$ cat src/rtl/trojan9_pipe.sv
// trojan9_pipe: three-stage pipelined four-mode arithmetic core.
//
// Computes one of four results from operands a..e, selected per transaction
// by mode, through a registered S1 -> S2 -> S3 datapath. A single global
// enable (adv) moves every stage forward together, so bubbles are carried
// through rather than collapsed.
//
// Ports:
//   clk        clock, rising-edge
//   rst        synchronous active-high reset
//   in_valid   operand/mode set valid
//   in_ready   block accepts the operand set this cycle (= adv)
//   a..e       operands, INPUT_WIDTH bits each
//   mode       00=m1 01=m2 10=m3 11=m4
//   out_valid  y valid
//   out_ready  consumer accepts y this cycle
//   y          selected result, 2*INPUT_WIDTH bits
//   txn_count  results consumed, modulo 2^COUNT_WIDTH
//   ovf        overflow flag, valid with out_valid (only with TROJAN9_PIPE_OVF_EN)
//
// Optional feature macro: TROJAN9_PIPE_OVF_EN adds the ovf output.

module trojan9_pipe #(
  parameter int                     INPUT_WIDTH = 8,
  parameter logic [INPUT_WIDTH-1:0] MASK1       = INPUT_WIDTH'(8'h0F),
  parameter int                     SHIFT       = 2,
  parameter int                     COUNT_WIDTH = 16
) (
  input  logic                     clk,
  input  logic                     rst,
  input  logic                     in_valid,
  output logic                     in_ready,
  input  logic [INPUT_WIDTH-1:0]   a,
  input  logic [INPUT_WIDTH-1:0]   b,
  input  logic [INPUT_WIDTH-1:0]   c,
  input  logic [INPUT_WIDTH-1:0]   d,
  input  logic [INPUT_WIDTH-1:0]   e,
  input  logic [1:0]               mode,
  output logic                     out_valid,
  input  logic                     out_ready,
  output logic [2*INPUT_WIDTH-1:0] y,
  output logic [COUNT_WIDTH-1:0]   txn_count
`ifdef TROJAN9_PIPE_OVF_EN
  ,
  output logic                     ovf
`endif
);

  localparam int W   = INPUT_WIDTH;
  localparam int RW  = 2 * INPUT_WIDTH;
  localparam int RW1 = RW + 1;
  localparam int RW2 = RW + 2;

  logic adv;

  // S1 registers
  logic         s1_v;
  logic [W:0]   s1_sab, s1_scd, s1_sxd;
  logic [W-1:0] s1_a, s1_b, s1_c, s1_d, s1_em;
  logic [1:0]   s1_mode;

  // S2 registers
  logic          s2_v;
  logic [RW-1:0] s2_m1, s2_m2, s2_m3;
  logic [1:0]    s2_mode;

  // S2 next-state arithmetic
  logic [RW-1:0] m1_nxt, m2_nxt, m3_nxt;
  logic [RW-1:0] y_nxt;

`ifdef TROJAN9_PIPE_OVF_EN
  logic [RW2-1:0] m1_full;
  logic [RW1-1:0] m2_full;
  logic           s2_ovf1, s2_ovf2;
  logic           ovf_nxt;
`endif

  // Stall only when a result is waiting and the consumer refuses it.
  assign adv      = !out_valid || out_ready;
  assign in_ready = adv;

`ifdef TROJAN9_PIPE_OVF_EN
  // Full-precision products so the bits above 2W are available for ovf.
  assign m1_full = RW2'(s1_sab) * RW2'(s1_scd);
  assign m2_full = RW1'(s1_a) * RW1'(s1_c) + RW1'(s1_b) * RW1'(s1_d);
  assign m1_nxt  = m1_full[RW-1:0];
  assign m2_nxt  = m2_full[RW-1:0];
`else
  assign m1_nxt  = RW'(s1_sab) * RW'(s1_scd);
  assign m2_nxt  = RW'(s1_a) * RW'(s1_c) + RW'(s1_b) * RW'(s1_d);
`endif
  assign m3_nxt  = RW'(s1_sxd) * RW'(s1_em);

  always_comb begin
    y_nxt = s2_m1;
    unique case (s2_mode)
      2'b00: y_nxt = s2_m1;
      2'b01: y_nxt = s2_m2;
      2'b10: y_nxt = s2_m3;
      2'b11: y_nxt = (s2_m1 + s2_m2) ^ (s2_m3 >> SHIFT);
      default: y_nxt = s2_m1;
    endcase
  end

`ifdef TROJAN9_PIPE_OVF_EN
  always_comb begin
    ovf_nxt = 1'b0;
    unique case (s2_mode)
      2'b00, 2'b11: ovf_nxt = s2_ovf1;
      2'b01:        ovf_nxt = s2_ovf2;
      default:      ovf_nxt = 1'b0;
    endcase
  end
`endif

  // Control state and y: reset has priority over everything else.
  always_ff @(posedge clk) begin
    if (rst) begin
      s1_v      <= 1'b0;
      s2_v      <= 1'b0;
      out_valid <= 1'b0;
      y         <= '0;
      txn_count <= '0;
`ifdef TROJAN9_PIPE_OVF_EN
      ovf       <= 1'b0;
`endif
    end else begin
      if (out_valid && out_ready)
        txn_count <= txn_count + COUNT_WIDTH'(1);
      if (adv) begin
        s1_v      <= in_valid;
        s2_v      <= s1_v;
        out_valid <= s2_v;
        // A bubble entering S3 leaves y at its last delivered value.
        if (s2_v) begin
          y   <= y_nxt;
`ifdef TROJAN9_PIPE_OVF_EN
          ovf <= ovf_nxt;
`endif
        end
      end
    end
  end

  // Datapath registers need no reset; their contents are only ever used
  // alongside a set valid bit.
  always_ff @(posedge clk) begin
    if (adv) begin
      s1_sab  <= {1'b0, a} + {1'b0, b};
      s1_scd  <= {1'b0, c} + {1'b0, d};
      s1_sxd  <= {1'b0, a ^ b} + {1'b0, d};
      s1_a    <= a;
      s1_b    <= b;
      s1_c    <= c;
      s1_d    <= d;
      s1_em   <= e & MASK1;
      s1_mode <= mode;
      s2_m1   <= m1_nxt;
      s2_m2   <= m2_nxt;
      s2_m3   <= m3_nxt;
      s2_mode <= s1_mode;
`ifdef TROJAN9_PIPE_OVF_EN
      s2_ovf1 <= |m1_full[RW2-1:RW];
      s2_ovf2 <= m2_full[RW];
`endif
    end
  end

endmodule

$ cat config.mk
export PLATFORM = sky130hd
export DESIGN_NAME = trojan9_pipe
export DESIGN_NICKNAME = d
export VERILOG_FILES = /design/src/rtl/trojan9_pipe.sv
export SDC_FILE = /design/constraint.sdc
export NUM_CORES = 1
export LEC_CHECK = 0
export CORE_UTILIZATION = 35
export CTS_BUF_LIST = sky130_fd_sc_hd__clkbuf_16
export DETAILED_ROUTE_END_ITERATION = 10
export PLACE_DENSITY = 0.63
export SLEW_MARGIN = 20
export SYNTH_ARGS = -nofsm -noshare
export SYNTH_HDL_FRONTEND = slang
export SYNTH_SLANG_ARGS = --single-unit
export TNS_END_PERCENT = 20
$ cat constraint.sdc
create_clock -name clk -period 8.5 [get_ports clk]
set_clock_uncertainty 0.15 [all_clocks]
set_input_delay 1.7 -clock clk [delete_from_list [all_inputs] [get_ports clk]]
set_output_delay 1.7 -clock clk [all_outputs]
set_load 0.005 [all_outputs]
==> metrics.txt <==
Core Box Area=40,740 sq um; Initial Utilization=35.45%; Worst-path clk slew=60 ps; Final min period=5830 ps; maximum clock frequency=0.1715 GHz; met2 Use GR=25.37%; most frequent cells in the layout=236 x inv_1, 163 x fa_1, 158 x nand2_1; CP Data Required Time=8530 ps; CTS root buf=clkbuf_16; cts bufs inserted=17; GRT Util Overall=16.07%; Synth cell types=57; GRT met1 Usage=21.69%; via count=9,994; filler instances=3,970; Peak VDD IR=0.2218 mV; slew margin rel.=35.64%; post-layout util=40.16%; DRC=0; net count of the mapped netlist=1,782; routability congestion estimate from global placement=0.8378; Post-synth EDFFs=112; CTS tree=built; Final Max Slew Viols=0; postcts setup bufs=0; worst-path fanout max=8; I/O Pins=80; vias in the first global route=10,351; total of max-cap violations=0; post-route antenna net violation count=0; GRT busiest layer=met2; Clk Latency, worst-skew pair=450 ps; post-detail-place hpwl=26,340 um; ant diodes=0; global routing usage on met3=2.689%; Worst R2R Setup Slack=2670 ps; Placed Cells=2,004; first drt pass iteration count=6; Post-synth ARST share=0%; RSZ-0062 raised after global routing=false; Iteration-0 DRC Markers=507; initial antenna violation count=0; critical path class=reg2reg; Post-CTS Resized=0; worst-margin pin slew=965.4 ps; # hold bufs at CTS=0; crit share post-route=68.58%; Tightest Hold Check Type=reg2reg; WL/cell=15.64 um; Avg Cell Area, Syn=10.15 sq um; CTS Buffer Depth=2; CP startpoint kind=flip-flop; TNS Setup=0 ps; fin worst setup slack=2670 ps; hold path cells=0; first-pass GRT wire length=52,530 um; layout cells sized above 1=3.723%; Leak=7.413 nW; die height=205.1 um; R2R depth=16; die width=205.1 um; CTS H-tree depth=4; commonest non-fill, non-tap cell in the layout=inv_1; Area growth syn-to-layout=13.31%; Cells after Synth=1,422; WP data arrival=5850 ps; synthesized area=14,440 sq um; crit end category=flip-flop; final setup fails=0; DR vias/cell=4.909; Total Power=6.930 mW; status=completed; Final Hold Fails=0; full die area=42,070 sq um; largest net degree at the start of global routing=75; CTS sink cnt=147; fin cells=2,036; Synth Flop Type=edfxtp_1; nets@finish=1,851; pre-CTS WS=2668 ps; Std-Cell Rows=74; register bit total from synthesis=147; Seq/Total Area, Yosys=28.14%; GRT overflow=0; Synth Warn #=0; Power Density=423.6 nW/um^2; Buffers on Ports=75; wirelength, routed=31,850 um
[metal layers]
layer,share of wire (%),wire [um]
met5,0,0
met4,3.3,1046
met3,4.4,1400
met2,45,14280
met1,47,15120
[Yosys cell counts (4+ instances only)]
master | instances | area [sq um]
nand3_1 | 7 | 35.03
o21bai_1 | 4 | 30.03
mux4_2 | 8 | 180.2
o31ai_1 | 4 | 30.03
o21a_1 | 11 | 82.58
edfxtp_1 | 112 | 3363
and2_1 | 142 | 888.4
nand4_1 | 5 | 31.28
a211oi_1 | 4 | 30.03
ha_1 | 151 | 1889
nor3_1 | 21 | 105.1
clkbuf_1 | 24 | 90.09
o41ai_2 | 4 | 65.06
dfxtp_1 | 35 | 700.7
nor4_1 | 4 | 25.02
or3_1 | 8 | 50.05
fa_1 | 163 | 3263
o21ai_0 | 33 | 165.2
buf_1 | 4 | 15.01
xnor2_1 | 48 | 420.4
a21oi_1 | 56 | 280.3
and3_1 | 5 | 31.28
nand2_1 | 158 | 593.1
nor2_1 | 54 | 202.7
a21o_1 | 17 | 127.6
inv_1 | 233 | 874.6
xor2_1 | 27 | 236.5
or2_2 | 4 | 25.02
mux2i_1 | 12 | 120.1
nand2b_1 | 9 | 56.30
nor2b_1 | 12 | 75.07
[cells by family after synthesis]
| logic type | after synthesis | synth area share (%) |
|---|---|---|
| and+or+nand+nor | 439 | 15.30 |
| adders and majority gates | 314 | 35.68 |
| buffers and inverters | 262 | 6.819 |
| AOI/OAI and AO/OA | 164 | 7.348 |
| DFF | 147 | 28.14 |
| xor gates and xnor gates | 75 | 4.549 |
| muxes | 21 | 2.158 |
[sequential cells by signal, indices dropped and copies added, names as in the netlist]
| name | count |
|---|---|
| s2_m1 | 16 |
| s2_m2 | 16 |
| txn_count | 16 |
| y | 16 |
| s2_m3 | 13 |
| s1_sab | 9 |
| s1_scd | 9 |
| s1_sxd | 9 |
| s1_a | 8 |
| s1_b | 8 |
| s1_c | 8 |
| s1_d | 8 |
| s1_em | 4 |
| s1_mode | 2 |
| s2_mode | 2 |
| out_valid | 1 |
| s1_v | 1 |
| s2_v | 1 |
[layout make-up]
cell class | instances | area (sq um) | area share [%]
Clock buffer | 19 | 475.5 | 2.906
Clock inverter | 13 | 102.6 | 0.6271
Inverter | 233 | 874.6 | 5.345
Multi-Input combinational cell | 1013 | 9399 | 57.44
Sequential cell | 147 | 4064 | 24.84
Tap cell | 532 | 665.6 | 4.068
Timing Repair Buffer | 79 | 780.7 | 4.772
[worst max-delay path: stages, from the launching register on]
cell,delay (ps)
edfxtp_1,580
nand2_1,140
fa_1,520
fa_1,530
fa_1,530
inv_1,60
fa_1,560
fa_1,420
fa_1,450
ha_1,340
nand2_1,100
o21ai_1,100
nor4_1,210
nor3_1,130
a41o_1,270
o41ai_1,340
xnor2_1,130
[power by group]
group	internal, mW	switching, mW
clock	0.435	0.311
combinational	2.21	2.59
sequential	1.19	0.192
[final timing paths]
check	startpoint	to
hold reg to reg	s1_mode[0]	s2_mode[0]
setup reg to reg	s1_c[1]	s2_m2[14]
setup / recovery	s1_c[1]	s2_m2[14]
hold / removal	s1_mode[0]	s2_mode[0]
[metrics by stage]
stage / instance area [sq um] / hold slack, ps
after floorplan: 14440 / 250.3
after global placement: 15780 / 255.9
after detailed placement: 15780 / 256.1
after CTS: 16360 / 271.3
after global routing: 16360 / 282.9
final: 16360 / 271.4
Note: power is estimated with default switching activity, not from simulation.
